File: config.mk
export PLATFORM = sky130hd
export DESIGN_NAME = bcd2bin_convertidor
export DESIGN_NICKNAME = d
export VERILOG_FILES = /design/src/rtl/bcd2bin_convertidor_pkg.sv /design/src/rtl/bcd2bin_convertidor_contador_iteraciones.sv /design/src/rtl/bcd2bin_convertidor.sv
export SDC_FILE = /design/constraint.sdc
export NUM_CORES = 1
export LEC_CHECK = 0
export CORE_ASPECT_RATIO = 1.2
export CORE_MARGIN = 2
export CORE_UTILIZATION = 53
export DETAILED_ROUTE_END_ITERATION = 8
export HOLD_SLACK_MARGIN = 0.08
export PLACE_DENSITY = 0.8
export SLEW_MARGIN = 20
export SYNTH_ARGS = -nofsm -noshare
export SYNTH_HDL_FRONTEND = slang
export SYNTH_SLANG_ARGS = --single-unit
File: constraint.sdc
create_clock -name reloj -period 2 [get_ports reloj]
set_input_delay 0.4 -clock reloj [delete_from_list [all_inputs] [get_ports reloj]]
set_output_delay 0.4 -clock reloj [all_outputs]
set_load 0.01 [all_outputs]
File: src/rtl/bcd2bin_convertidor_pkg.sv
// Purpose: shared constants for the BCD-to-binary converter (sizes, FSM codes, digit correction).
// Latency: n/a (declarations only).
// Backpressure: n/a.
package calc_pkg;

  // Default geometry: 4 packed BCD digits -> 14-bit binary (9999 < 2^14).
  localparam int DIGITOS_DEF   = 4;
  localparam int ANCHO_BIN_DEF = 14;

  // FSM encoding, kept as plain constants so older tools read it the same way.
  localparam logic [0:0] REPOSO    = 1'b0;
  localparam logic [0:0] DESPLAZAR = 1'b1;

  // Reverse double-dabble correction: after a right shift a digit that reads
  // >= 8 received a bit worth 5 from the digit above, not 8, so take 3 off.
  localparam logic [3:0] UMBRAL_BCD = 4'd8;
  localparam logic [3:0] RESTA_BCD  = 4'd3;

  // Largest legal BCD digit; anything above rejects the start request.
  localparam logic [3:0] DIGITO_MAX = 4'd9;

endpackage

File: src/rtl/bcd2bin_convertidor_contador_iteraciones.sv
// Purpose: loadable down-counter that meters the shift iterations of one conversion.
// Latency: load/decrement take effect on the next rising edge; fin_contador is combinational.
// Backpressure: none; carga has priority over decrementar.
// Ports: reloj (clock), reset (sync, active-high), carga (load VALOR_CARGA),
//        decrementar (count down, saturates at 0), fin_contador (count == 1, i.e. last step now).
module contador_iteraciones #(
  parameter int ANCHO       = 5,
  parameter int VALOR_CARGA = 16
) (
  input  logic reloj,
  input  logic reset,
  input  logic carga,
  input  logic decrementar,
  output logic fin_contador
);

  localparam logic [ANCHO-1:0] CARGA_INI = ANCHO'(VALOR_CARGA);
  localparam logic [ANCHO-1:0] UNO       = ANCHO'(1);

  logic [ANCHO-1:0] cuenta_q;
  logic [ANCHO-1:0] cuenta_d;

  always_comb begin
    cuenta_d = cuenta_q;
    if (carga) begin
      cuenta_d = CARGA_INI;
    end else if (decrementar && (cuenta_q != '0)) begin
      cuenta_d = cuenta_q - UNO;
    end
  end

  always_ff @(posedge reloj) begin
    if (reset) begin
      cuenta_q <= '0;
    end else begin
      cuenta_q <= cuenta_d;
    end
  end

  // The edge taken while the count reads 1 is the one that performs the final shift.
  assign fin_contador = (cuenta_q == UNO);

endmodule

File: src/rtl/bcd2bin_convertidor.sv
// Purpose: sequential BCD-to-binary converter (reverse double-dabble), one conversion at a time.
// Latency: iniciar at edge N -> listo pulse in the cycle after edge N+4*DIGITOS; back-to-back adds 1 cycle.
// Backpressure: iniciar ignored while ocupado; start with a digit > 9 is rejected with an error_bcd pulse.
// Ports: reloj, reset (sync, active-high), iniciar, bcd_entrada[4*DIGITOS] (digit 0 in [3:0]),
//        bin_salida[ANCHO_BIN] (last good result), listo (result pulse), ocupado, error_bcd (reject pulse).
module bcd2bin_convertidor
  import calc_pkg::*;
#(
  parameter int DIGITOS   = DIGITOS_DEF,
  parameter int ANCHO_BIN = ANCHO_BIN_DEF
) (
  input  logic                   reloj,
  input  logic                   reset,
  input  logic                   iniciar,
  input  logic [4*DIGITOS-1:0]   bcd_entrada,
  output logic [ANCHO_BIN-1:0]   bin_salida,
  output logic                   listo,
  output logic                   ocupado,
  output logic                   error_bcd
);

  localparam int ANCHO_BCD = 4 * DIGITOS;
  localparam int ANCHO_CNT = $clog2(ANCHO_BCD + 1);

  logic [0:0]           estado_q,     estado_d;
  logic [ANCHO_BCD-1:0] bcd_q,        bcd_d;
  // The binary half is as wide as the BCD half: every bit shifted out of the
  // BCD side must survive all 4*DIGITOS shifts, whatever ANCHO_BIN is.
  logic [ANCHO_BCD-1:0] bin_q,        bin_d;
  logic [ANCHO_BIN-1:0] bin_salida_q, bin_salida_d;
  logic                 listo_q,      listo_d;
  logic                 error_q,      error_d;

  logic                 carga;
  logic                 decrementar;
  logic                 fin_contador;

  logic [ANCHO_BCD-1:0] bcd_desp;
  logic [ANCHO_BCD-1:0] bcd_corr;
  logic [ANCHO_BCD-1:0] bin_desp;
  logic [DIGITOS-1:0]   digito_invalido;
  logic                 entrada_valida;
  logic [ANCHO_BIN-1:0] resultado;

  // Right shift of {bcd, bin}: bcd LSB moves into bin MSB, 0 enters bcd MSB.
  assign bcd_desp = {1'b0, bcd_q[ANCHO_BCD-1:1]};
  assign bin_desp = {bcd_q[0], bin_q[ANCHO_BCD-1:1]};

  // bin_q[0] falls off the end on every shift.
  logic lsb_unused;
  assign lsb_unused = bin_q[0];

  // Per-digit correction on the shifted value and per-digit input validation,
  // all digits in parallel.
  for (genvar g = 0; g < DIGITOS; g++) begin : g_digito
    assign bcd_corr[4*g +: 4] = (bcd_desp[4*g +: 4] >= UMBRAL_BCD)
                              ? (bcd_desp[4*g +: 4] - RESTA_BCD)
                              : bcd_desp[4*g +: 4];
    assign digito_invalido[g] = (bcd_entrada[4*g +: 4] > DIGITO_MAX);
  end

  assign entrada_valida = ~|digito_invalido;

  // Final value: zero-extend to ANCHO_BIN, or truncate if the port is narrower.
  if (ANCHO_BIN > ANCHO_BCD) begin : g_extender
    assign resultado = {{(ANCHO_BIN - ANCHO_BCD){1'b0}}, bin_desp};
  end else if (ANCHO_BIN == ANCHO_BCD) begin : g_igual
    assign resultado = bin_desp;
  end else begin : g_truncar
    logic [ANCHO_BCD-ANCHO_BIN-1:0] alto_unused;
    assign resultado   = bin_desp[ANCHO_BIN-1:0];
    assign alto_unused = bin_desp[ANCHO_BCD-1:ANCHO_BIN];
  end

  always_comb begin
    estado_d     = estado_q;
    bcd_d        = bcd_q;
    bin_d        = bin_q;
    bin_salida_d = bin_salida_q;
    listo_d      = 1'b0;
    error_d      = 1'b0;
    carga        = 1'b0;
    decrementar  = 1'b0;
    case (estado_q)
      REPOSO: begin
        if (iniciar) begin
          if (entrada_valida) begin
            bcd_d    = bcd_entrada;
            bin_d    = '0;
            carga    = 1'b1;
            estado_d = DESPLAZAR;
          end else begin
            error_d  = 1'b1;
          end
        end
      end
      DESPLAZAR: begin
        bcd_d       = bcd_corr;
        bin_d       = bin_desp;
        decrementar = 1'b1;
        if (fin_contador) begin
          bin_salida_d = resultado;
          listo_d      = 1'b1;
          estado_d     = REPOSO;
        end
      end
      default: estado_d = REPOSO;
    endcase
  end

  always_ff @(posedge reloj) begin
    if (reset) begin
      estado_q     <= REPOSO;
      bcd_q        <= '0;
      bin_q        <= '0;
      bin_salida_q <= '0;
      listo_q      <= 1'b0;
      error_q      <= 1'b0;
    end else begin
      estado_q     <= estado_d;
      bcd_q        <= bcd_d;
      bin_q        <= bin_d;
      bin_salida_q <= bin_salida_d;
      listo_q      <= listo_d;
      error_q      <= error_d;
    end
  end

  contador_iteraciones #(
    .ANCHO       (ANCHO_CNT),
    .VALOR_CARGA (ANCHO_BCD)
  ) u_contador (
    .reloj        (reloj),
    .reset        (reset),
    .carga        (carga),
    .decrementar  (decrementar),
    .fin_contador (fin_contador)
  );

  assign bin_salida = bin_salida_q;
  assign listo      = listo_q;
  assign ocupado    = (estado_q == DESPLAZAR);
  assign error_bcd  = error_q;

endmodule
After elaboration in Yosys (flattened, before gate mapping)
Index checks and enable logic that the tools add are counted.
{"block": "classes", "n_addsub": 5, "n_mul": 0, "div": 0, "order_cmp": 8, "n_eq_ne": 3, "n_shift": 0, "n_mux": 20, "bitwise": 2, "n_reduce_logical": 9}
{"op": "$mux 16", "count": 4}
{"op": "$pmux 16 s2", "count": 2}
{"op": "$gt 4x4->1 const B", "count": 4}
{"op": "$mux 4", "count": 4}
{"op": "$ge 4x4->1 const B", "count": 3}
{"op": "$sub 4x2->4 const B", "count": 3}
{"op": "$mux 5", "count": 2}
{"op": "$mux 1", "count": 7}
{"op": "$eq 5x1->1 const B", "count": 1}
{"op": "$reduce_bool 5->1", "count": 1}
{"op": "$sub 5x1->5 const B", "count": 1}
{"op": "$ge 3x4->1 const B", "count": 1}
{"op": "$ne 2x2->1 const B", "count": 2}
{"op": "$reduce_and 2->1", "count": 2}
{"op": "$reduce_or 2->1", "count": 2}
{"op": "$reduce_or 4->1", "count": 1}
{"op": "$sub 3x2->4 const B", "count": 1}
{"op": "$reduce_or 3->1", "count": 1}
{"op": "$not 1->1", "count": 2}
{"op": "$pmux 1 s2", "count": 1}
{"op": "$reduce_bool 2->1", "count": 1}
{"op": "$logic_and 1x1->1", "count": 1}
{"block": "totals", "regBits": 54, "latchBits": 0, "mem_bits_rw": 0, "mem_bits_ro": 0, "inputBits": 19, "out_inout_bits": 17, "wordCells": 55, "n_memories": 0}

Logic depth before layout (Yosys ltp)
{"block": "logic_depth", "depth_word": 6, "depth_mapped": 6, "ltp_nobuf": 6}

Cells and area by module
A second synthesis with hierarchy kept.
{"block": "hier_totals", "hier_cells": 266, "area_unflattened_um2": 2368.5}
{"module": "bcd2bin_convertidor", "n_inst": 1, "cells_per_inst": 235, "area_each_um2": 2083.2, "seq_area_each_um2": 960.9}
{"module": "contador_iteraciones", "n_inst": 1, "cells_per_inst": 31, "area_each_um2": 285.3, "seq_area_each_um2": 100.1}

Worst setup path before layout
OpenSTA, ideal clock, no wires.
{"block": "synth_timing", "kind": "reg2reg", "from": "register u_contador.cuenta_q[0]", "to": "register u_contador.cuenta_q[3]", "setup_ns": 0.132, "arrival_time_ns": 1.321, "required_ns": 1.868, "setup_slack_ns": 0.546, "stages_incl_launch_ff": 7, "n_path_buf": 0, "synth_period_minus_slack_ns": 1.454, "path_cell_list": "dfxtp_1 inv_1 ha_1 or4b_4 nand3_1 xor2_1 nor2_1"}
{"block": "synth_between", "elab_chain_len": 2, "elab_cells_between_ends": 3, "classes_between": "1 x add/sub; 2 x reduce/logical"}
{"item": "from (decl)", "line": "bcd2bin_convertidor_contador_iteraciones.sv:20", "text": "logic [ANCHO-1:0] cuenta_q;"}
{"item": "from (signal assigned)", "line": "bcd2bin_convertidor_contador_iteraciones.sv:36", "text": "cuenta_q <= cuenta_d;"}
{"item": "parallel branches: the longest is 2 deep, another holds $sub 5x1->5"}
Parallel ways; which one is timed is not known.
A chain may end at the register's enable or synchronous reset.

Worst setup path after layout
{"block": "layout_timing", "from": "register estado_q (netlist: ocupado)", "to": "output port ocupado"}
{"item": "from (decl)", "line": "bcd2bin_convertidor.sv:25", "text": "logic [0:0] estado_q, estado_d;"}
{"item": "from (signal assigned)", "line": "bcd2bin_convertidor.sv:120", "text": "estado_q <= estado_d;"}
{"item": "to (decl)", "line": "bcd2bin_convertidor.sv:18", "text": "output logic ocupado,"}
No word-level cell between the ends.

==> impl_metrics.csv <==
group,metric,value,unit
cts,maximum_clock_insertion_buffer_count,2,
placement,globalplace.congestion,0.891,
worst_setup_path,worst-path-buf-inv,1,
worst_setup_path,cp.arrival,1420,ps
worst_setup_path,worst_setup_ep_type,"primary output",
synth,synth-seq-cells,53,
synth,post_synth_inst_count,247,
sta,clock_skew,4.61,ps
grt,grt_max_degree,27,
worst_setup_path,slowest_stage,"sky130_fd_sc_hd__clkdlybuf4s50_1",
finish,area_growth_syn_to_layout,23.0,%
worst_setup_path,critical_path.reg2reg.endpoint,"u_contador.cuenta_q[3]",
drt,detailedRoute.firstPassIterationCount,4,
cts,cts_inserted_buffers,5,
drt,first_iter_violations,131,
cts,root_buffer,"sky130_fd_sc_hd__clkbuf_8",
worst_setup_path,rr_startpoint,"u_contador.cuenta_q[0]",
synth,synth.lib_cells_used.distinct,38,
drt,routed-via-count,1924,
grt,first_global_vias,1757,
drt,vias_per_cell,5.61,
power,switching_share,0.236,
sta,final_report_hold_violation_count,0,
power,power-per-cell-area,708,mW/mm^2
worst_setup_path,path_class,"flop to primary output",
floorplanning,die_height,77.0,um
cts,insertion_delay,300,ps
drt,antenna_violating_nets_post_route,0,
power,netSwitchingPower,0.483,mW
floorplanning,floorplan.rows,26,
cts,holdBufCountCts,0,
synth,async_reset_ff_frac,0,
cts,cts-htree-levels,2,
cts,tritoncts,"built",
sta,timing.max_slew.rel_slack,0.738,
job,max_cap_violations,0,
grt,wire_length_of_the_first_global_routing_pass,7850,um
floorplanning,full_die_area,0.00499,mm^2
worst_setup_path,crit_path_cell_trace,"clkdlybuf4s50_1",
min_path,holdPathStages,1,
sta,final_min_period_over_clock_period,0.910,
worst_setup_path,timing.critical_path.fanout_max,8,
finish,finalCoreUtilization,0.679,
sta,finalSetupTns,0,ps
synth,yosys_warnings,0,
placement,dp_hpwl,3300,um
synth,syn-mean-instance-area,9.52,um^2
finish,num-nets-final,313,
finish,diodes,0,
drt,remaining_design_rule_violation_count,0,
sta,grt_setup_unrepaired,"no",
synth,synth_edf_count,0,
sta,achievable-frequency,0.549,GHz
sta,setup_viol,0,
drt,post_drt_wl_per_cell,13.3,um
cts,post_cts_setup_repair_bufs,0,
cts,cts.sinks,53,
power,ir_drop_worst_case_vdd,0.366,mV
power,sequentialPowerShare,0.541,
power,static-leakage-power,1.20,nW
floorplanning,die_w,64.8,um
status,run_status,"completed",
synth,synth_fp_nets,274,
worst_setup_path,critical_path.top_delay_family,"buffers and inverters",
sta,timing.final.max_slew_violations,0,
min_path,holdCritStartpoint,"bcd_q[0]",
sta,timing.final.crit_period,1820,ps
floorplanning,design.portCount,36,
worst_setup_path,timing.critical_path.required,1600,ps
drt,wl,4560,um
finish,final_cell_count_no_fill,343,
worst_setup_path,timing.critical_path.depth,1,
grt,groute.usage.overall,0.199,
power,part_of_the_power_in_combinational_logic,0.109,
synth,primary_ff_master_synth,"sky130_fd_sc_hd__dfxtp_1",
cts,cts_resized,0,
finish,drive_gt1_frac,0.0871,
power,part_of_the_total_power_dissipated_in_the_clock_network,0.350,
grt,globalRouteOverflowTotal,0,
worst_setup_path,r2r_cells,6,
worst_setup_path,critPathCapture,"ocupado",
sta,worst-slew-pin-transition,391,ps
floorplanning,initial_core_utilization,0.552,
placement,place.detailed.instances,335,
synth,synth_sequential_area_ratio,0.451,
worst_setup_path,ff2ff_setup_slack,470,ps
power,int_power,1.56,mW
cts,worst_setup_hold_path_clk_slew,90,ps
synth,syn-cell-area,0.00235,mm^2
worst_setup_path,startpoint_type_of_the_worst_setup_path,"flop",
worst_setup_path,slowest_delay,600,ps
grt,grt_antenna_before_repair,0,
worst_setup_path,worst_setup_path_startpoint,"ocupado",
min_path,timing.hold.worst.class,"flop to flop",
floorplanning,core_area,0.00426,mm^2
placement,buffer_ports.inserted,35,
-- power groups by stage --
stage | registers [mW] | logic [mW] | clock network, mW
after global placement | 1.13 | 0.217 | 0
after floorplan | 1.13 | 0.139 | 0
final | 1.11 | 0.222 | 0.717
after CTS | 1.11 | 0.223 | 0.731
after global routing | 1.11 | 0.246 | 0.771
after detailed placement | 1.13 | 0.222 | 0
-- how the worst min path moves through the flow --
stage / to / slack [ps]
after global placement: bin_q[15] / 460
after floorplan: bin_q[15] / 440
final: bin_q[15] / 480
after detailed placement: bin_q[15] / 460
after CTS: bin_q[15] / 480
after global routing: bin_q[15] / 500
-- synthesized netlist by cell type (4+ instances only) --
| cell type | count | share of area |
|---|---|---|
| sky130_fd_sc_hd__a31oi_1 | 8 | 0.021 |
| sky130_fd_sc_hd__xnor2_1 | 4 | 0.015 |
| sky130_fd_sc_hd__o21ai_0 | 20 | 0.043 |
| sky130_fd_sc_hd__mux2i_1 | 16 | 0.068 |
| sky130_fd_sc_hd__a311oi_1 | 4 | 0.015 |
| sky130_fd_sc_hd__nor2_1 | 25 | 0.040 |
| sky130_fd_sc_hd__a22o_1 | 15 | 0.056 |
| sky130_fd_sc_hd__xor2_1 | 5 | 0.019 |
| sky130_fd_sc_hd__nand2_1 | 9 | 0.014 |
| sky130_fd_sc_hd__o21ai_1 | 5 | 0.011 |
| sky130_fd_sc_hd__inv_1 | 12 | 0.019 |
| sky130_fd_sc_hd__nand3_1 | 13 | 0.028 |
| sky130_fd_sc_hd__dfxtp_1 | 53 | 0.45 |
| sky130_fd_sc_hd__a21oi_1 | 5 | 0.011 |
| sky130_fd_sc_hd__ha_1 | 8 | 0.043 |
| sky130_fd_sc_hd__buf_2 | 8 | 0.017 |
-- metrics by stage --
| stage | hold WS, ps | total power, mW | setup slack, ps | area, um^2 |
|---|---|---|---|---|
| detailed placement | 458 | 1.35 | -42.5 | 2780 |
| CTS | 476 | 2.06 | 159 | 2890 |
| global route | 497 | 2.13 | 117 | 2890 |
| floorplan | 436 | 1.27 | 546 | 2350 |
| finish | 476 | 2.05 | 180 | 2890 |
| global placement | 455 | 1.35 | -31.8 | 2780 |
-- final cells by class --
class / instances / area, um^2
Sequential cell: 53 / 1060
Clock buffer: 6 / 72.6
Clock inverter: 2 / 38.8
Fill cell: 342 / 1370
Timing Repair Buffer: 48 / 460
Multi-Input combinational cell: 166 / 1140
Tap cell: 56 / 70.1
Inverter: 12 / 45.0
-- registers in the layout, indices dropped and copies added, names as in the netlist --
signal,count
listo,1
ocupado,1
error_bcd,1
bin_q,15
bin_salida,14
bcd_q,16
u_contador.cuenta_q,5
-- cells in the final DEF (no fill, tap or decap), types with 2 or more instances in the layout --
| cell | netlist | routed |
|---|---|---|
| sky130_fd_sc_hd__a22o_1 | 15 | 15 |
| sky130_fd_sc_hd__mux2i_1 | 16 | 16 |
| sky130_fd_sc_hd__inv_1 | 12 | 12 |
| sky130_fd_sc_hd__dfxtp_1 | 53 | 53 |
| sky130_fd_sc_hd__nor3_1 | 2 | 2 |
| sky130_fd_sc_hd__xnor2_1 | 4 | 4 |
| sky130_fd_sc_hd__a21oi_1 | 5 | 5 |
| sky130_fd_sc_hd__a311oi_1 | 4 | 4 |
| sky130_fd_sc_hd__clkdlybuf4s50_1 | 0 | 35 |
| sky130_fd_sc_hd__nand2_1 | 9 | 9 |
| sky130_fd_sc_hd__buf_4 | 2 | 12 |
| sky130_fd_sc_hd__and2_1 | 2 | 2 |
| sky130_fd_sc_hd__o21ai_0 | 20 | 20 |
| sky130_fd_sc_hd__o311a_1 | 3 | 3 |
| sky130_fd_sc_hd__o22ai_1 | 2 | 2 |
| sky130_fd_sc_hd__o21ai_1 | 5 | 5 |
| sky130_fd_sc_hd__nand4_1 | 2 | 2 |
| sky130_fd_sc_hd__nor2_1 | 25 | 25 |
| sky130_fd_sc_hd__or4_1 | 3 | 3 |
| sky130_fd_sc_hd__nand3_1 | 13 | 13 |
| sky130_fd_sc_hd__a31oi_1 | 8 | 8 |
| sky130_fd_sc_hd__xor2_1 | 5 | 5 |
| sky130_fd_sc_hd__clkbuf_8 | 0 | 5 |
| sky130_fd_sc_hd__nor2b_1 | 3 | 3 |
| sky130_fd_sc_hd__ha_1 | 8 | 8 |
| sky130_fd_sc_hd__a2bb2oi_1 | 2 | 2 |
-- cell families (layout without fill, tap and decap cells) --
| group | count (synthesis) | count (layout) | synth area share |
|---|---|---|---|
| and+or+nand+nor | 64 | 64 | 0.140 |
| adders and majority gates | 8 | 8 | 0.0426 |
| AOI/OAI and AO/OA | 69 | 69 | 0.202 |
| buffers and inverters | 28 | 68 | 0.0622 |
| muxes | 16 | 16 | 0.0681 |
| DFF | 53 | 53 | 0.451 |
| xor gates and xnor gates | 9 | 9 | 0.0335 |
-- per-layer routing --
metal	share of wire	routed length, um	global-route usage	vias to the layer above
met4	0.027	122	0.102	0
met1	0.45	2040	0.254	885
met2	0.47	2150	0.312	63
met5	0	0	0	-
li1	-	-	-	966
met3	0.055	249	0.0440	10
(Power assumes the default switching activity.)
